## src/rtl/booth_pkg.sv

```systemverilog
// Shared encodings for the Booth multiplier family: FSM states and the
// recoded-digit magnitude set.
package booth_pkg;

  typedef enum logic [1:0] {
    ST_IDLE = 2'd0,
    ST_CALC = 2'd1,
    ST_FIN  = 2'd2
  } state_e;

  // Digit value is (neg ? -1 : +1) * magnitude.
  typedef enum logic [1:0] {
    DIG_ZERO = 2'd0,
    DIG_ONE  = 2'd1,
    DIG_TWO  = 2'd2
  } digit_mag_e;

  localparam int DIG_WINDOW_W = 3;

endpackage

```

## src/rtl/booth_r4_recoder.sv

```systemverilog
// Radix-4 Booth recoder: {q[i+1], q[i], q[i-1]} -> digit magnitude and sign.
module booth_r4_recoder
  import booth_pkg::*;
(
  input  logic [DIG_WINDOW_W-1:0] window_i,
  output digit_mag_e              mag_o,
  output logic                    neg_o
);

  always_comb begin
    mag_o = DIG_ZERO;
    neg_o = 1'b0;
    case (window_i)
      3'b001, 3'b010: mag_o = DIG_ONE;
      3'b011:         mag_o = DIG_TWO;
      3'b100: begin
        mag_o = DIG_TWO;
        neg_o = 1'b1;
      end
      3'b101, 3'b110: begin
        mag_o = DIG_ONE;
        neg_o = 1'b1;
      end
      default: ;
    endcase
  end

endmodule

```

## src/rtl/booth_radix4_mult.sv

```systemverilog
// Sequential radix-4 Booth multiplier, one digit per cycle, signed or unsigned
// operands selected per multiply.
module booth_radix4_mult
  import booth_pkg::*;
#(
  parameter int WIDTH = 8,
  parameter int ITER  = WIDTH / 2 + 1
) (
  input  logic                 clk,
  input  logic                 rst,
  input  logic                 start,
  input  logic                 signed_mode,
  input  logic [WIDTH-1:0]     Q_in,
  input  logic [WIDTH-1:0]     M_in,
  output logic                 busy,
  output logic                 done,
  output logic [2*WIDTH-1:0]   Product_out
);

  localparam int XW = WIDTH + 2;
  localparam int AW = WIDTH + 3;
  localparam int CW = $clog2(ITER);

  state_e              state_q;
  logic [AW-1:0]       acc_q;
  logic [XW-1:0]       mplr_q;
  logic [XW-1:0]       mcnd_q;
  logic                prev_q;
  logic [CW-1:0]       cnt_q;
  logic                busy_q;
  logic                done_q;
  logic [2*WIDTH-1:0]  prod_q;

  digit_mag_e          mag;
  logic                neg;
  logic [AW-1:0]       mag_term_d;
  logic [AW-1:0]       term_d;
  logic [AW-1:0]       sum_d;
  logic [AW-1:0]       acc_d;
  logic [XW-1:0]       mplr_d;

  booth_r4_recoder u_recoder (
    .window_i ({mplr_q[1:0], prev_q}),
    .mag_o    (mag),
    .neg_o    (neg)
  );

  // Accumulator and multiplier form one shift register {acc, mplr}; each step
  // adds the digit term into acc and shifts the pair right by two arithmetically.
  always_comb begin
    mag_term_d = '0;
    case (mag)
      DIG_ONE: mag_term_d = {mcnd_q[XW-1], mcnd_q};
      DIG_TWO: mag_term_d = {mcnd_q, 1'b0};
      default: mag_term_d = '0;
    endcase
    term_d = neg ? (~mag_term_d + AW'(1)) : mag_term_d;
    sum_d  = acc_q + term_d;
    acc_d  = {{2{sum_d[AW-1]}}, sum_d[AW-1:2]};
    mplr_d = {sum_d[1:0], mplr_q[XW-1:2]};
  end

  always_ff @(posedge clk) begin
    if (rst) begin
      state_q <= ST_IDLE;
      acc_q   <= '0;
      mplr_q  <= '0;
      mcnd_q  <= '0;
      prev_q  <= 1'b0;
      cnt_q   <= '0;
      busy_q  <= 1'b0;
      done_q  <= 1'b0;
      prod_q  <= '0;
    end else begin
      done_q <= 1'b0;
      case (state_q)
        ST_CALC: begin
          acc_q  <= acc_d;
          mplr_q <= mplr_d;
          prev_q <= mplr_q[1];
          cnt_q  <= cnt_q + CW'(1);
          if (cnt_q == CW'(ITER - 1)) begin
            state_q <= ST_FIN;
            busy_q  <= 1'b0;
          end
        end
        ST_FIN: begin
          prod_q  <= {acc_q[2*WIDTH-XW-1:0], mplr_q};
          done_q  <= 1'b1;
          state_q <= ST_IDLE;
        end
        default: state_q <= ST_IDLE;
      endcase
      // A capture overrides the IDLE fall-through of FIN for back-to-back use.
      if (start && state_q != ST_CALC) begin
        mplr_q  <= {{2{signed_mode & Q_in[WIDTH-1]}}, Q_in};
        mcnd_q  <= {{2{signed_mode & M_in[WIDTH-1]}}, M_in};
        prev_q  <= 1'b0;
        acc_q   <= '0;
        cnt_q   <= '0;
        state_q <= ST_CALC;
        busy_q  <= 1'b1;
      end
    end
  end

  assign busy        = busy_q;
  assign done        = done_q;
  assign Product_out = prod_q;

endmodule

```

## config.mk

```make
export PLATFORM = sky130hd
export DESIGN_NAME = booth_radix4_mult
export DESIGN_NICKNAME = d
export VERILOG_FILES = /design/src/rtl/booth_pkg.sv /design/src/rtl/booth_r4_recoder.sv /design/src/rtl/booth_radix4_mult.sv
export SDC_FILE = /design/constraint.sdc
export NUM_CORES = 1
export LEC_CHECK = 0
export BUFFER_PORTS_ARGS = -buffer_cell sky130_fd_sc_hd__buf_4
export CORE_MARGIN = 8
export CORE_UTILIZATION = 30
export CTS_CLUSTER_DIAMETER = 40
export CTS_CLUSTER_SIZE = 10
export DETAILED_ROUTE_END_ITERATION = 16
export GPL_ROUTABILITY_DRIVEN = 0
export HOLD_SLACK_MARGIN = 0.15
export SLEW_MARGIN = 15
export SYNTH_ARGS = -nofsm -noshare
export SYNTH_HDL_FRONTEND = slang
export SYNTH_SLANG_ARGS = --single-unit
```

## constraint.sdc

```tcl
create_clock -name clk -period 4.84 [get_ports clk]
set_input_delay 0.968 -clock clk [delete_from_list [all_inputs] [get_ports clk]]
set_output_delay 0.968 -clock clk [all_outputs]
set_load 0.01 [all_outputs]
```

==> impl_metrics.toml, run 1 <==
[run_status]
status = "finished, final reports clean"

[final_layout]
stdcell_area_sq_um = 3432
nets = 441
final_cells = 534
area_growth_pct = 15.74
fin_util = 0.3544
diodes = 0
drive_above_1_share = 0.1496

[clock_tree]
cts-root-buf = "clkbuf_8"
post_cts_buffers = 0
h-tree-depth = 2
cts_made_buffers = 5
holdBufCountCts = 0
clock_latency_ns = 0.31
cts_tree = "yes"
post_cts_resized = 0
clock_sinks = 52
clkTransAtPathRegs_ns = 0.10
clockBufferDepth = 2

[worst_setup_path]
critPathLaunchType = "register"
cp.arrival_ns = 4.40
critPathKind = "register to register"
cp-end-kind = "register"
worst_path_most_repeated_cell = "ha_1"
crit_chain = "inv_1 > ha_1 > mux2_2 > inv_1 > ha_1 > a22oi_1 > or2_2 > ha_1 > nand2_1 > o21ai_0 > fa_1 > a21o_1 > nand4_1 > a21boi_1 > o21ai_1 > a2111oi_0 > a311o_2"
cpPeakStageDelay_ns = 0.46
slowest_stage = "fa_1"
required_ns = 5.05
path_max_fanout = 12

[grt]
grt_max_degree = 46
gr-usage-met1 = 0.1381
grt_first_pass_wirelength_mm = 11.87
grt_util_met3 = 0.02501
gr-usage-all-layers = 0.1086
grt_use_met2 = 0.1783
grt-ovfl-total = 0
first_global_vias = 2527
busiest_layer = "met2"
antenna_found_initial = 0

[sta]
tns_ns = 0
relSlewSlack = 0.2690
setup_viol = 0
hold_ws_ns = 0.4620
fin_crit_ns = 4.188
rsz0062_at_grt = "false"
hold_viol_final = 0
maxSlewViolCount = 0
max_freq_mhz = 238.8
worst_slack_ns = 0.6522
fin_crit_sh = 0.8652
skew_ns = 0.01170
worstMarginPinSlew_ns = 1.094

[placement]
placed_cells = 526
port_buffers = 37
post-dp-hpwl_mm = 5.316
post-place-ws_ns = 0.6916
place_area_sq_um = 3318

[synthesis]
yosys_warnings = 0
synthDistinctLibCells = 51
syn-num-nets = 417
async_reset_ff_frac = 0
synth-main-ff-cell = "dfxtp_1"
syn_area_sq_um = 2965
postSynthAreaPerCell_sq_um = 7.887
synth_edf_count = 0
yosysSeqAreaShare = 0.3511
ys_ff_latch = 52
synthCells = 376

[die]
initial_core_util = 0.3062
rows = 36
boundaryPins = 38
dieHeight_um = 115.4
die_x_um = 115.4
coreArea_sq_um = 9684
die-area_sq_um = 13320

[route]
drt-pass1-iter-count = 4
dr_total_vias = 2658
drc = 0
wl_mm = 7.157
drtIter0Drc = 163
drt-vias-per-instance = 4.978
post_drt_wl_per_cell_um = 13.40
drtAntennaViolNets = 0

[hold_path]
worstHoldPathType = "register to register"

[power]
ir_worst_vdd_mv = 0.1053
finalPower_mw = 0.8908
power_density_nw_per_um2 = 259.6
power.leakage_nw = 1.371

[job]
drv_cap = 0
==> synthesized netlist by cell type, types with 4 or more instances <==
master | instances | area (sq um)
mux2i_1 | 9 | 90.09
nor2_1 | 29 | 108.9
a211oi_1 | 10 | 75.07
xnor2_1 | 10 | 87.58
clkbuf_1 | 14 | 52.55
buf_2 | 4 | 20.02
o21ai_0 | 11 | 55.05
nor2b_1 | 4 | 25.02
nor3_1 | 5 | 25.02
nand4_1 | 4 | 25.02
dfxtp_1 | 52 | 1041
nand3_1 | 7 | 35.03
nand2_1 | 83 | 311.6
inv_1 | 11 | 41.29
a22oi_1 | 6 | 45.04
xor2_1 | 4 | 35.03
a21oi_1 | 48 | 240.2
a21o_1 | 5 | 37.54
and3_1 | 4 | 25.02
ha_1 | 20 | 250.2
==> worst max-delay path, delay by kind of cell (launching register included) <==
| family | cells | cell delay (ns) |
|---|---|---|
| compound gates | 7 | 1.29 |
| fa+ha+maj | 4 | 1.40 |
| buf+inv | 2 | 0.15 |
| flops | 1 | 0.42 |
| mux | 1 | 0.30 |
| simple gates | 3 | 0.53 |
==> final cells by class <==
type                       count  area (sq um)
tap                          133         166.4
sequential                    52          1041
inverter                      11         41.29
clock inverter                 2         38.79
fill                        1017          6252
timing repair buffer          38         285.3
clock buffer                   6         72.57
multi-input combinational    292          1787
==> report_power, final <==
part	total, mW	switching (mW)	leakage (nW)	internal [mW]
combinational	0.126	0.0776	0.892	0.0484
clock	0.309	0.152	0.0558	0.157
sequential	0.456	0.0138	0.423	0.442
total	0.891	0.243	1.37	0.647
==> registers in the layout (all words and copies together), names as in the netlist <==
signal,flops
Product_out,16
mplr_q,10
acc_q,9
mcnd_q,9
cnt_q,3
state_q,2
busy,1
done,1
prev_q,1
==> cell families after synthesis <==
| family | Yosys count | synth area share |
|---|---|---|
| AOI/OAI and AO/OA | 102 | 0.2270 |
| buffers and inverters | 32 | 0.04726 |
| DFF | 52 | 0.3511 |
| adders and majority gates | 21 | 0.09114 |
| xor gates and xnor gates | 14 | 0.04135 |
| and+or+nand+nor | 145 | 0.2080 |
| muxes | 10 | 0.03418 |
==> path summary, 6_finish.rpt <==
kind         depth (start not counted)  slack, ns              to            from
min reg2reg                          2       0.46  Product_out[4]  Product_out[4]
max reg2reg                         17       0.65        acc_q[6]       mplr_q[0]
min                                  2       0.46  Product_out[4]  Product_out[4]
max                                 17       0.65        acc_q[6]       mplr_q[0]
==> placed cells by master, fill, tap and decap left out, types with 6 or more instances in the layout <==
cell type and n:
xnor2_1 10, a21oi_1 48, ha_1 20, buf_4 38
nand3_1 7, inv_1 11, mux2i_1 9, a22oi_1 6
a211oi_1 10, dfxtp_1 52, nand2_1 83, nor2_1 29
o21ai_0 11
==> routing by layer <==
| metal | wire length (um) | share of wire |
|---|---|---|
| met5 | 0 | 0 |
| met4 | 81 | 0.011 |
| met3 | 466 | 0.065 |
| met2 | 3175 | 0.44 |
| met1 | 3433 | 0.48 |
Note: power is estimated with default switching activity, not from simulation.
==> inputs of run 2 (changes only) <==
--- a/config.mk
+++ b/config.mk
@@ -5,6 +5,7 @@
 export SDC_FILE = /design/constraint.sdc
 export NUM_CORES = 1
 export LEC_CHECK = 0
+export ABC_AREA = 1
 export BUFFER_PORTS_ARGS = -buffer_cell sky130_fd_sc_hd__buf_4
 export CORE_MARGIN = 8
 export CORE_UTILIZATION = 30
==> impl_metrics.toml, run 2 <==
[final_layout]
final_cell_mix = "78 x nand2_1, 66 x inv_1, 52 x dfxtp_1, 39 x a21oi_1, 39 x o21ai_0"
nets = 487
diodes = 0
drive_above_1_share = 0.1387
final_cells = 580
nFillCells = 1034
layout_commonest_cell = "nand2_1"
area_growth_pct = 17.66
largest_register_ffs = 16

[synthesis]
yosys_warnings = 0
syn-num-nets = 454
async_reset_ff_frac = 0
netlist_top_cells_count = "78 x nand2_1, 66 x inv_1, 52 x dfxtp_1, 39 x a21oi_1, 39 x o21ai_0"
synth_area_leaders = "dfxtp_1 36%, nand2_1 10%, ha_1 8.6%"
synth.most_common_cell = "nand2_1"
synth_top_area_frac = 0.3583
synthCells = 413
synthDistinctLibCells = 33
synth_edf_count = 0
syn_area_sq_um = 2905
synth_top_area_cell = "dfxtp_1"
postSynthAreaPerCell_sq_um = 7.035
yosysSeqAreaShare = 0.3583
ys_ff_latch = 52
synth-main-ff-cell = "dfxtp_1"

[run_status]
status = "finished, final reports clean"

[sta]
tns_ns = 0
max_freq_mhz = 264.5
fin_crit_ns = 3.780
maxSlewViolCount = 0
hold_viol_final = 0
skew_ns = 0.01047
rsz0062_at_grt = "false"
fin_crit_sh = 0.7811
worstMarginPinSlew_ns = 0.8123
relSlewSlack = 0.4579
setup_viol = 0

[power]
clkPwrFrac = 0.357
netSwitchingPower_mw = 0.2368
ir_worst_vdd_mv = 0.1575
power_density_nw_per_um2 = 256.7
power_frac_seq = 0.517
power.leakage_nw = 1.620
p_sw_frac = 0.2698
p_comb_frac = 0.126
intPower_mw = 0.6408

[grt]
first_global_vias = 2635
antenna_found_initial = 0
gr-usage-all-layers = 0.1107
grt_max_degree = 34
grt_first_pass_wirelength_mm = 11.88
grt-ovfl-total = 0

[clock_tree]
post_cts_resized = 0
cts-root-buf = "clkbuf_8"
clkTransAtPathRegs_ns = 0.10
clockBufferDepth = 2
clock_sinks = 52
cts_tree = "yes"
post_cts_buffers = 0
cts_made_buffers = 5
clock_latency_ns = 0.32
h-tree-depth = 2
holdBufCountCts = 0

[worst_setup_path]
path_max_fanout = 10
critPathKind = "register to register"
rr_worst_depth = 26
cp.arrival_ns = 4.04
required_ns = 5.10
cp-end-kind = "register"
critPathLaunchType = "register"

[route]
drtIter0Drc = 99
drc = 0
drt-pass1-iter-count = 4
post_drt_wl_per_cell_um = 11.63
wl_mm = 6.744
dr_total_vias = 2635
drt-vias-per-instance = 4.543
drtAntennaViolNets = 0

[placement]
post-dp-hpwl_mm = 5.205
placed_cells = 572
port_buffers = 37

[job]
drv_cap = 0

[die]
dieHeight_um = 114.4
die-area_sq_um = 13090
coreArea_sq_um = 9594
rows = 36
boundaryPins = 38
initial_core_util = 0.3028
die_x_um = 114.4

[hold_path]
hold_depth = 2
worstHoldPathType = "register to register"
run 2: changes by cell type in the layout (fill, tap and decap cells not counted), moves of 6 or more:
| cell | previous run | this run |
|---|---|---|
| nor2_1 | 29 | 38 |
| inv_1 | 11 | 66 |
| a22oi_1 | 6 | 0 |
| o21ai_0 | 11 | 39 |
| a211oi_1 | 10 | 0 |
| mux2i_1 | 9 | 0 |
| a21oi_1 | 48 | 39 |
run 2: cells by family after synthesis:
kind of cell | synth area share
xor gates and xnor gates | 0.04221
DFF | 0.3583
AOI/OAI and AO/OA | 0.1843
adders and majority gates | 0.09302
buffers and inverters | 0.1077
and+or+nand+nor | 0.2145
run 2: cell type report:
type | count | area, sq um | share of cell area
inverters | 69 | 259.0 | 0.07577
repair buffers | 38 | 285.3 | 0.08346
flip-flops and latches | 52 | 1041 | 0.3045
clock inverters | 3 | 46.29 | 0.01354
multi-input cells | 280 | 1551 | 0.4539
well taps | 133 | 166.4 | 0.04868
clock buffers | 5 | 68.82 | 0.02013
run 2: worst max-delay path: stages, from the launching register on:
cell	delay, ns
dfxtp_1	0.37
inv_1	0.10
ha_1	0.21
nand2_1	0.06
o21ai_0	0.12
inv_1	0.09
ha_1	0.33
inv_1	0.09
nor3_2	0.19
inv_1	0.10
ha_1	0.20
nand2_1	0.10
nor2_2	0.06
a31oi_1	0.20
xnor2_1	0.14
inv_1	0.06
ha_1	0.34
nand2_1	0.10
nor3_1	0.19
nand2_1	0.08
nor2_1	0.11
nor2_1	0.09
nand3_1	0.11
nand2_1	0.06
nor2_1	0.10
nor2_1	0.04
nor2_1	0.09
run 2: path summary, 6_finish.rpt:
path / slack, ns / endpoint / from
worst max-delay path: 1.06 / acc_q[8] / mplr_q[0]
worst min-delay path: 0.48 / cnt_q[2] / cnt_q[2]
worst max register to register: 1.06 / acc_q[8] / mplr_q[0]
worst min register to register: 0.48 / cnt_q[2] / cnt_q[2]
run 2: stage by stage:
step	power [mW]	cell area [sq um]	util	hold WS, ns	setup slack, ns
finish	0.8776	3418	0.3563	0.4759	1.060
global route	0.9220	3418	0.3563	0.4946	0.5948
CTS	0.8880	3418	0.3563	0.4786	1.071
detailed placement	0.5745	3303	0.3443	0.4627	1.123
global placement	0.5719	3303	0.3443	0.4473	1.214
floorplan	0.5384	2905	-	0.4350	1.584
run 2: power by group through the flow:
stage | combinational, mW | sequential, mW | clock, mW
CTS | 0.111 | 0.454 | 0.323
global placement | 0.109 | 0.463 | 0
global route | 0.127 | 0.456 | 0.339
finish | 0.111 | 0.454 | 0.313
detailed placement | 0.111 | 0.464 | 0
floorplan | 0.0777 | 0.461 | 0
run 2: per-layer routing:
metal,wire length (um),vias to the layer above,GRT usage
li1,-,1384,-
met1,3267,1190,0.1383
met2,3000,52,0.1799
met3,378,9,0.02584
met4,97,0,0.04170
met5,0,-,0
==> inputs of run 3 (changes only) <==
--- a/config.mk
+++ b/config.mk
@@ -5,7 +5,7 @@
 export SDC_FILE = /design/constraint.sdc
 export NUM_CORES = 1
 export LEC_CHECK = 0
-export ABC_AREA = 1
+export ABC_AREA = 0
 export BUFFER_PORTS_ARGS = -buffer_cell sky130_fd_sc_hd__buf_4
 export CORE_MARGIN = 8
 export CORE_UTILIZATION = 30
==> constraint.sdc (replaced) <==
create_clock -name clk -period 3.65 [get_ports clk]
set_input_delay 0.73 -clock clk [delete_from_list [all_inputs] [get_ports clk]]
set_output_delay 0.73 -clock clk [all_outputs]
set_load 0.01 [all_outputs]
==> impl_metrics.toml, run 3 (same netlist as run 1, synthesis figures left out) <==
[final_layout]
layout_commonest_cell = "nand2_1"
stdcell_area_sq_um = 3707
fin_util = 0.3828
diodes = 0
largest_register_ffs = 16
area_growth_pct = 25.02
final_cell_mix = "80 x nand2_1, 53 x buf_4, 50 x dfxtp_1, 41 x a21oi_1, 26 x nor2_1"
nets = 458
drive_above_1_share = 0.2560

[worst_setup_path]
required_ns = 3.91
critPathKind = "register to register"
critical_path.top_delay_family = "compound AO/OA/AOI/OAI gates"
crit_buf_inv = 2
cpPeakStageDelay_ns = 0.39
worst_path_most_repeated_cell = "nand2_1"
cp.arrival_ns = 3.71
path_max_fanout = 7
critPathLaunchType = "register"
crit_chain = "inv_1 > ha_1 > mux2_4 > ha_4 > buf_4 > a22oi_1 > a41oi_2 > o21ai_1 > xnor2_1 > ha_2 > and3_4 > nand2_1 > a21o_1 > a211o_1 > o2111a_1 > nand2_1"
cp-end-kind = "register"
slowest_stage = "ha_2"

[clock_tree]
clkTransAtPathRegs_ns = 0.10
h-tree-depth = 2
clock_sinks = 52
clockBufferDepth = 2
cts-root-buf = "clkbuf_8"
clock_latency_ns = 0.31
cts_tree = "yes"
holdBufCountCts = 0
cts_made_buffers = 5

[die]
initial_core_util = 0.3062
dieHeight_um = 115.4
rows = 36
coreArea_sq_um = 9684
die-area_sq_um = 13320
die_x_um = 115.4
boundaryPins = 38

[hold_path]
worstHoldPathType = "register to register"

[route]
drtIter0Drc = 220
wl_mm = 7.788
drt-vias-per-instance = 4.996
drt-pass1-iter-count = 4
dr_total_vias = 2753
drtAntennaViolNets = 0
drc = 0
post_drt_wl_per_cell_um = 14.13

[job]
drv_cap = 0

[sta]
skew_ns = 0.004761
tns_ns = 0
setup_viol = 0
max_freq_mhz = 289.5
worst_slack_ns = 0.1961
maxSlewViolCount = 0
hold_ws_ns = 0.4600
worstMarginPinSlew_ns = 1.105
relSlewSlack = 0.2621
hold_viol_final = 0
fin_crit_ns = 3.454
fin_crit_sh = 0.9463

[grt]
antenna_found_initial = 0
grt-ovfl-total = 0
grt_max_degree = 46
first_global_vias = 2659
grt_first_pass_wirelength_mm = 12.60
gr-usage-all-layers = 0.1157

[placement]
port_buffers = 37
post-dp-hpwl_mm = 5.606
post-place-ws_ns = -0.05375
place_area_sq_um = 3423

[power]
power_density_nw_per_um2 = 311.5
power.leakage_nw = 1.446
ir_worst_vdd_mv = 0.1564

[run_status]
status = "finished, final reports clean"
-- run 3: area by class of cell --
cell class                 instances  area, sq um
timing repair buffer              55        420.4
fill                            1018         5977
sequential                        52         1044
clock buffer                       5        68.82
clock inverter                     3        21.27
multi-input combinational        292         1946
inverter                          11        41.29
tap                              133        166.4
-- run 3: metal layers --
metal	up-vias	share of wire	global-route usage
li1	1384	-	-
met1	1288	0.46	0.1485
met2	72	0.46	0.1899
met3	9	0.065	0.02501
met4	0	0.012	0.03327
met5	-	0	0
-- run 3: where the power goes --
part | switching (mW) | internal [mW] | total (mW)
registers | 0.0182 | 0.587 | 0.605
logic | 0.119 | 0.0872 | 0.207
clock network | 0.206 | 0.137 | 0.343
total | 0.344 | 0.811 | 1.15
-- run 3: timing repair --
action / 4_1_cts / 5_1_grt
hold endpoints to repair: 0 / 0
setup endpoints to repair: 3 / 6
setup buffers: 1 / 4
pin swaps: 1 / 16
resized for setup: 5 / 37
-- run 3: worst paths after layout --
path	startpoint	end	slack [ns]	cells after the start
hold reg to reg	Product_out[6]	Product_out[6]	0.46	2
setup / recovery	mplr_q[0]	acc_q[8]	0.20	16
hold / removal	Product_out[6]	Product_out[6]	0.46	2
setup reg to reg	mplr_q[0]	acc_q[8]	0.20	16
-- run 3: worst reg2reg max path: stages, from the launching register on --
cell	delay, ns
dfxtp_2	0.36
inv_1	0.06
ha_1	0.21
mux2_4	0.28
ha_4	0.19
buf_4	0.16
a22oi_1	0.26
a41oi_2	0.24
o21ai_1	0.20
xnor2_1	0.11
ha_2	0.39
and3_4	0.21
nand2_1	0.08
a21o_1	0.21
a211o_1	0.26
o2111a_1	0.13
nand2_1	0.05
-- run 3: through the flow --
step | std cells | total power, mW
after floorplan | 376 | 0.7451
after global placement | 538 | 0.8005
after detailed placement | 538 | 0.8037
after CTS | 547 | 1.153
after global routing | 551 | 1.211
final | 551 | 1.155
